==> src/rtl/pattern_sequencer.sv <==
// rtl/pattern_sequencer.sv - tick-driven LED pattern sequencer (bounce/rotate/count/blink)
//
// Ports:
//   clk_in      system clock, all state on rising edge
//   rst_n       asynchronous active-low reset
//   tick_in     slow square wave, asynchronous; rising edges are counted
//   run         level: 1 advance, 0 pause (HOLD)
//   clear       level: abort to IDLE, priority over run
//   mode        00 bounce, 01 rotate-left, 10 binary count, 11 blink
//   leds        registered pattern
//   step_pulse  one-cycle strobe with every pattern step
//   wrap        one-cycle strobe when a step returns the pattern to its start value
//   busy        1 while in RUN or HOLD
module pattern_sequencer #(
  parameter int WIDTH = 8,
  parameter int DIV   = 4
) (
  input  logic             clk_in,
  input  logic             rst_n,
  input  logic             tick_in,
  input  logic             run,
  input  logic             clear,
  input  logic [1:0]       mode,
  output logic [WIDTH-1:0] leds,
  output logic             step_pulse,
  output logic             wrap,
  output logic             busy
);

  localparam logic [1:0] S_IDLE = 2'd0;
  localparam logic [1:0] S_RUN  = 2'd1;
  localparam logic [1:0] S_HOLD = 2'd2;

  localparam logic [WIDTH-1:0] START_ONE = WIDTH'(1);
  localparam logic [7:0]       DIV_LAST  = 8'(DIV - 1);

  logic             sync1_q, sync2_q, hist_q;
  logic [1:0]       fill_q, fill_d;
  logic             armed_q, armed_d;
  logic             tick_ev;

  logic [1:0]       state_q, state_d;
  logic [1:0]       mode_q, mode_d;
  logic [7:0]       cnt_q, cnt_d;
  logic [WIDTH-1:0] leds_q, leds_d;
  logic             dir_left_q, dir_left_d;
  logic             step_q, step_d;
  logic             wrap_q, wrap_d;
  logic             busy_q, busy_d;

  logic [WIDTH-1:0] nxt_leds;
  logic             nxt_dir_left;
  logic             nxt_wrap;

  // The synchronizer flops come out of reset at 0, so a tick_in level that is
  // already high at release would look like a rising edge. Events are only
  // accepted once the pipeline has filled (fill_q==2) and a genuine synchronized
  // low has been seen.
  always_comb begin
    fill_d  = (fill_q == 2'd2) ? fill_q : fill_q + 2'd1;
    armed_d = armed_q | ((fill_q == 2'd2) & ~sync2_q);
    tick_ev = sync2_q & ~hist_q & armed_q;
  end

  // Next pattern value for one step in the latched mode.
  always_comb begin
    nxt_leds     = leds_q;
    nxt_dir_left = dir_left_q;
    nxt_wrap     = 1'b0;
    case (mode_q)
      2'b00: begin
        if (dir_left_q) begin
          nxt_leds = leds_q << 1;
          if (nxt_leds[WIDTH-1]) nxt_dir_left = 1'b0;
        end else begin
          nxt_leds = leds_q >> 1;
          if (nxt_leds[0]) nxt_dir_left = 1'b1;
        end
        nxt_wrap = (nxt_leds == START_ONE) && nxt_dir_left;
      end
      2'b01: begin
        nxt_leds = {leds_q[WIDTH-2:0], leds_q[WIDTH-1]};
        nxt_wrap = (nxt_leds == START_ONE);
      end
      2'b10: begin
        nxt_leds = leds_q + START_ONE;
        nxt_wrap = (nxt_leds == '0);
      end
      default: begin
        nxt_leds = ~leds_q;
        nxt_wrap = (nxt_leds == '0);
      end
    endcase
  end

  always_comb begin
    state_d    = state_q;
    mode_d     = mode_q;
    cnt_d      = cnt_q;
    leds_d     = leds_q;
    dir_left_d = dir_left_q;
    step_d     = 1'b0;
    wrap_d     = 1'b0;
    if (clear) begin
      state_d    = S_IDLE;
      leds_d     = '0;
      cnt_d      = 8'd0;
      dir_left_d = 1'b1;
    end else begin
      case (state_q)
        S_IDLE: begin
          leds_d = '0;
          if (run) begin
            state_d    = S_RUN;
            mode_d     = mode;
            cnt_d      = 8'd0;
            dir_left_d = 1'b1;
            leds_d     = mode[1] ? '0 : START_ONE;
          end
        end
        S_RUN: begin
          // run falling wins over a coincident tick event
          if (!run) begin
            state_d = S_HOLD;
          end else if (tick_ev) begin
            if (cnt_q == DIV_LAST) begin
              cnt_d      = 8'd0;
              leds_d     = nxt_leds;
              dir_left_d = nxt_dir_left;
              step_d     = 1'b1;
              wrap_d     = nxt_wrap;
            end else begin
              cnt_d = cnt_q + 8'd1;
            end
          end
        end
        S_HOLD: begin
          if (run) state_d = S_RUN;
        end
        default: state_d = S_IDLE;
      endcase
    end
    busy_d = (state_d != S_IDLE);
  end

  always_ff @(posedge clk_in or negedge rst_n) begin
    if (!rst_n) begin
      sync1_q    <= 1'b0;
      sync2_q    <= 1'b0;
      hist_q     <= 1'b0;
      fill_q     <= 2'd0;
      armed_q    <= 1'b0;
      state_q    <= S_IDLE;
      mode_q     <= 2'b00;
      cnt_q      <= 8'd0;
      leds_q     <= '0;
      dir_left_q <= 1'b1;
      step_q     <= 1'b0;
      wrap_q     <= 1'b0;
      busy_q     <= 1'b0;
    end else begin
      sync1_q    <= tick_in;
      sync2_q    <= sync1_q;
      hist_q     <= sync2_q;
      fill_q     <= fill_d;
      armed_q    <= armed_d;
      state_q    <= state_d;
      mode_q     <= mode_d;
      cnt_q      <= cnt_d;
      leds_q     <= leds_d;
      dir_left_q <= dir_left_d;
      step_q     <= step_d;
      wrap_q     <= wrap_d;
      busy_q     <= busy_d;
    end
  end

  assign leds       = leds_q;
  assign step_pulse = step_q;
  assign wrap       = wrap_q;
  assign busy       = busy_q;

endmodule

==> config.mk <==
export PLATFORM = sky130hd
export DESIGN_NAME = pattern_sequencer
export DESIGN_NICKNAME = d
export VERILOG_FILES = /design/src/rtl/pattern_sequencer.sv
export SDC_FILE = /design/constraint.sdc
export NUM_CORES = 1
export LEC_CHECK = 0
export BUFFER_PORTS_ARGS = -buffer_cell sky130_fd_sc_hd__buf_4
export CORE_MARGIN = 2
export CORE_UTILIZATION = 47
export DETAILED_ROUTE_END_ITERATION = 7
export PLACE_DENSITY_LB_ADDON = 0.2
export SYNTH_ARGS = -nofsm -noshare
export SYNTH_HDL_FRONTEND = slang
export SYNTH_SLANG_ARGS = --single-unit
==> constraint.sdc <==
create_clock -name clk_in -period 4.39 [get_ports clk_in]
set_clock_uncertainty 0.1 [all_clocks]
set_input_delay 0.439 -clock clk_in [delete_from_list [all_inputs] [get_ports clk_in]]
set_output_delay 0.439 -clock clk_in [all_outputs]
set_load 0.01 [all_outputs]
==> flow_summary_export.csv <==
group,metric,value,unit
outcome,status,"completed",
grt,grt_pass1_vias,1521,
grt,gr-usage-all-layers,0.210,
timing,slew_violations,0,
worst_hold_path,min-delay-start,"tick_in",
timing,tightest_slew,1.02,ns
cts,clock_latency,0.29,ns
worst_setup_path,arrival,2.42,ns
worst_setup_path,worst_ep_required_time,4.50,ns
worst_setup_path,r2r_setup_slack,2.08,ns
floorplanning,core,3940,um2
worst_setup_path,reg2reg_from,"cnt_q[0]",
layout,multi_input_area,1060,um2
grt,use_met2,0.337,
floorplanning,fp.dieW,67.6,um
route,drt_iter0_drc,228,
route,wl_per_cell,16.2,um
route,drcViolationCount,0,
worst_hold_path,holdPathStages,1,
cts,cts_sinks,30,
route,vias,1671,
logic_synthesis,syn_area,1900,um2
cts,cts-root-buf,"clkbuf_8",
power,total_power,0.000655,W
route,drt-pass1-iter-count,4,
timing,period_minus_slack,2.31,ns
cts,cts_setup_buffers,0,
place,place_inst,257,
cts,htreeDepth,2,
logic_synthesis,synth.distinct_cells,57,
route,drtAntennaViolNets,0,
logic_synthesis,synth_top_area_share,0.382,
timing,fmax,0.432,GHz
grt,grt_pass1_wl,7.09,mm
power,p_leak,0.892,nW
layout,drive_gt1_frac,0.176,
timing,fin_crit_sh,0.527,
worst_setup_path,worst-setup-path-type,"reg2reg",
cts,cts_tree,"built",
place,postPlaceCellArea,2030,um2
floorplanning,start_util,0.482,
worst_setup_path,reg2reg_depth,5,
grt,met1_usage,0.268,
floorplanning,dieArea,4570,um2
timing,fin_setup_tns,0,ns
route,avgViaCountPerCell,6.28,
timing,setup_viol,0,
logic_synthesis,synth_warnings,0,
logic_synthesis,syn_inst,206,
cts,cts_buffers,5,
timing,hold_viol,0,
layout,n_antenna_cell,0,
floorplanning,io_pins,18,
timing,maxSlewHeadroom,0.309,
logic_synthesis,synth.net_count,217,
place,gp_congestion,0.881,
power,powerDensity,305,nW/um2
worst_hold_path,hold-path-endpoint,"sync1_q",
logic_synthesis,synth_edf_count,0,
logic_synthesis,synthTopCellsByArea,"dfrtp_1 (38%), o21ai_0 (4.7%), clkbuf_1 (3.0%)",
worst_setup_path,crit_fanout,6,
worst_setup_path,crit_path_end_kind,"register",
cts,clkSlewWorstSetupHoldPaths,0.07,ns
cts,clock_path_buffers,2,
layout,final_area,2150,um2
worst_setup_path,critical_path.startpoint_type,"register",
route,wl,4.32,mm
logic_synthesis,yosysMostFrequentCell,"dfrtp_1",
flow_run,drv_cap,0,
floorplanning,die_h,67.6,um
place,dp_hpwl,2.95,mm
grt,grt_overflow_total,0,
layout,register_area,752,um2
logic_synthesis,ys_ff_latch,30,
timing,rsz0062_at_grt,"no",
layout,area_growth,13.2,%
logic_synthesis,yosys-top-cells-count,"dfrtp_1 (29), o21ai_0 (18), clkbuf_1 (15), nand2_1 (12), a21oi_1 (11)",
layout,fin_nets,226,
logic_synthesis,yosysTopAreaCell,"dfrtp_1",
place,portBuffers,17,
logic_synthesis,seq_area_frac_synth,0.396,
logic_synthesis,async_reset_ff_frac,1.00,
worst_hold_path,hold_class,"in2reg",
layout,instances_no_fill,266,
grt,grt_util_met3,0.0500,
grt,grt_start_max_net_pins,31,
logic_synthesis,synth_ff_type,"dfrtp_1",
grt,antenna_found_initial,0,
layout,fill_cells,350,
grt,grt_busiest_layer,"met2",
floorplanning,rows,23,
logic_synthesis,synth_area_per_cell,9.22,um2
worst_setup_path,r2r_end,"leds[7]",
power,vdd_drop_max,0.197,mV
## layer usage
layer,share of wire,vias to the layer above
met5,0,-
met4,0.019,0
met3,0.049,7
met2,0.49,51
met1,0.44,813
li1,-,800
## per-stage QoR
step | util | hold WS [ns] | setup slack, ns
after floorplan | - | 0.0434 | 2.25
after global placement | 0.515 | 0.238 | 2.15
after detailed placement | 0.515 | 0.251 | 2.08
after CTS | 0.545 | 0.153 | 2.07
after global routing | 0.545 | 0.148 | 1.99
final | 0.545 | 0.158 | 2.08
## timing repair
action	in CTS	in global routing
resized for setup	0	0
hold buffers	1	0
hold endpoints to repair	29	0
## area by class of cell
type	instances	share of cell area
repair buffers	18	0.0640
inverters	7	0.0122
flip-flops and latches	30	0.350
clock buffers	8	0.0512
multi-input cells	153	0.494
well taps	50	0.0291
## worst max-delay path by stage
stage / to / from
3_5_place_dp: leds[7] / cnt_q[0]
6_report: leds[7] / cnt_q[0]
5_1_grt: leds[7] / cnt_q[0]
3_3_place_gp: leds[7] / cnt_q[0]
2_1_floorplan: leds[7] / cnt_q[0]
4_1_cts: leds[7] / cnt_q[0]
## flip-flops by register name, indices dropped and copies added, names as in the netlist
name        flops
armed_q         1
mode_q          2
step_pulse      1
dir_left_q      1
sync2_q         1
leds            8
sync1_q         1
fill_q          2
wrap            1
hist_q          1
state_q         2
busy            1
cnt_q           8
## cell families (layout without fill, tap and decap cells)
group                      Yosys count  count (layout)  synth area share
xor gates and xnor gates             9               9            0.0415
adders and majority gates            4               4            0.0264
and+or+nand+nor                     68              68             0.224
muxes                                6               6            0.0336
AOI/OAI and AO/OA                   66              66             0.233
buffers and inverters               23              33            0.0455
DFF                                 30              30             0.396
## where the power goes
part | switching [W] | total [W] | internal, W
clock | 0.000103 | 0.000261 | 0.000158
combinational | 0.0000426 | 0.0000781 | 0.0000356
sequential | 0.0000308 | 0.000316 | 0.000285
total | 0.000176 | 0.000655 | 0.000478
## cell usage in the layout (no fill, tap or decap), drive strengths merged, types with 4 or more instances in the layout
cell	instances
xor2	5
o21ai	18
o211ai	4
dfrtp	29
xnor2	4
nor3	5
ha	4
nor2	8
nand2	12
nand3	5
o31ai	7
inv	7
clkbuf	8
and2	6
nor4	6
a21oi	11
buf	17
## critical path, stage by stage (launching register included)
cell	delay, ns
dfrtp_1	0.40
ha_1	0.22
or4b_4	0.52
nor4_4	0.43
or4b_1	0.47
o211ai_1	0.10
Power figures use the tool's default switching activity.
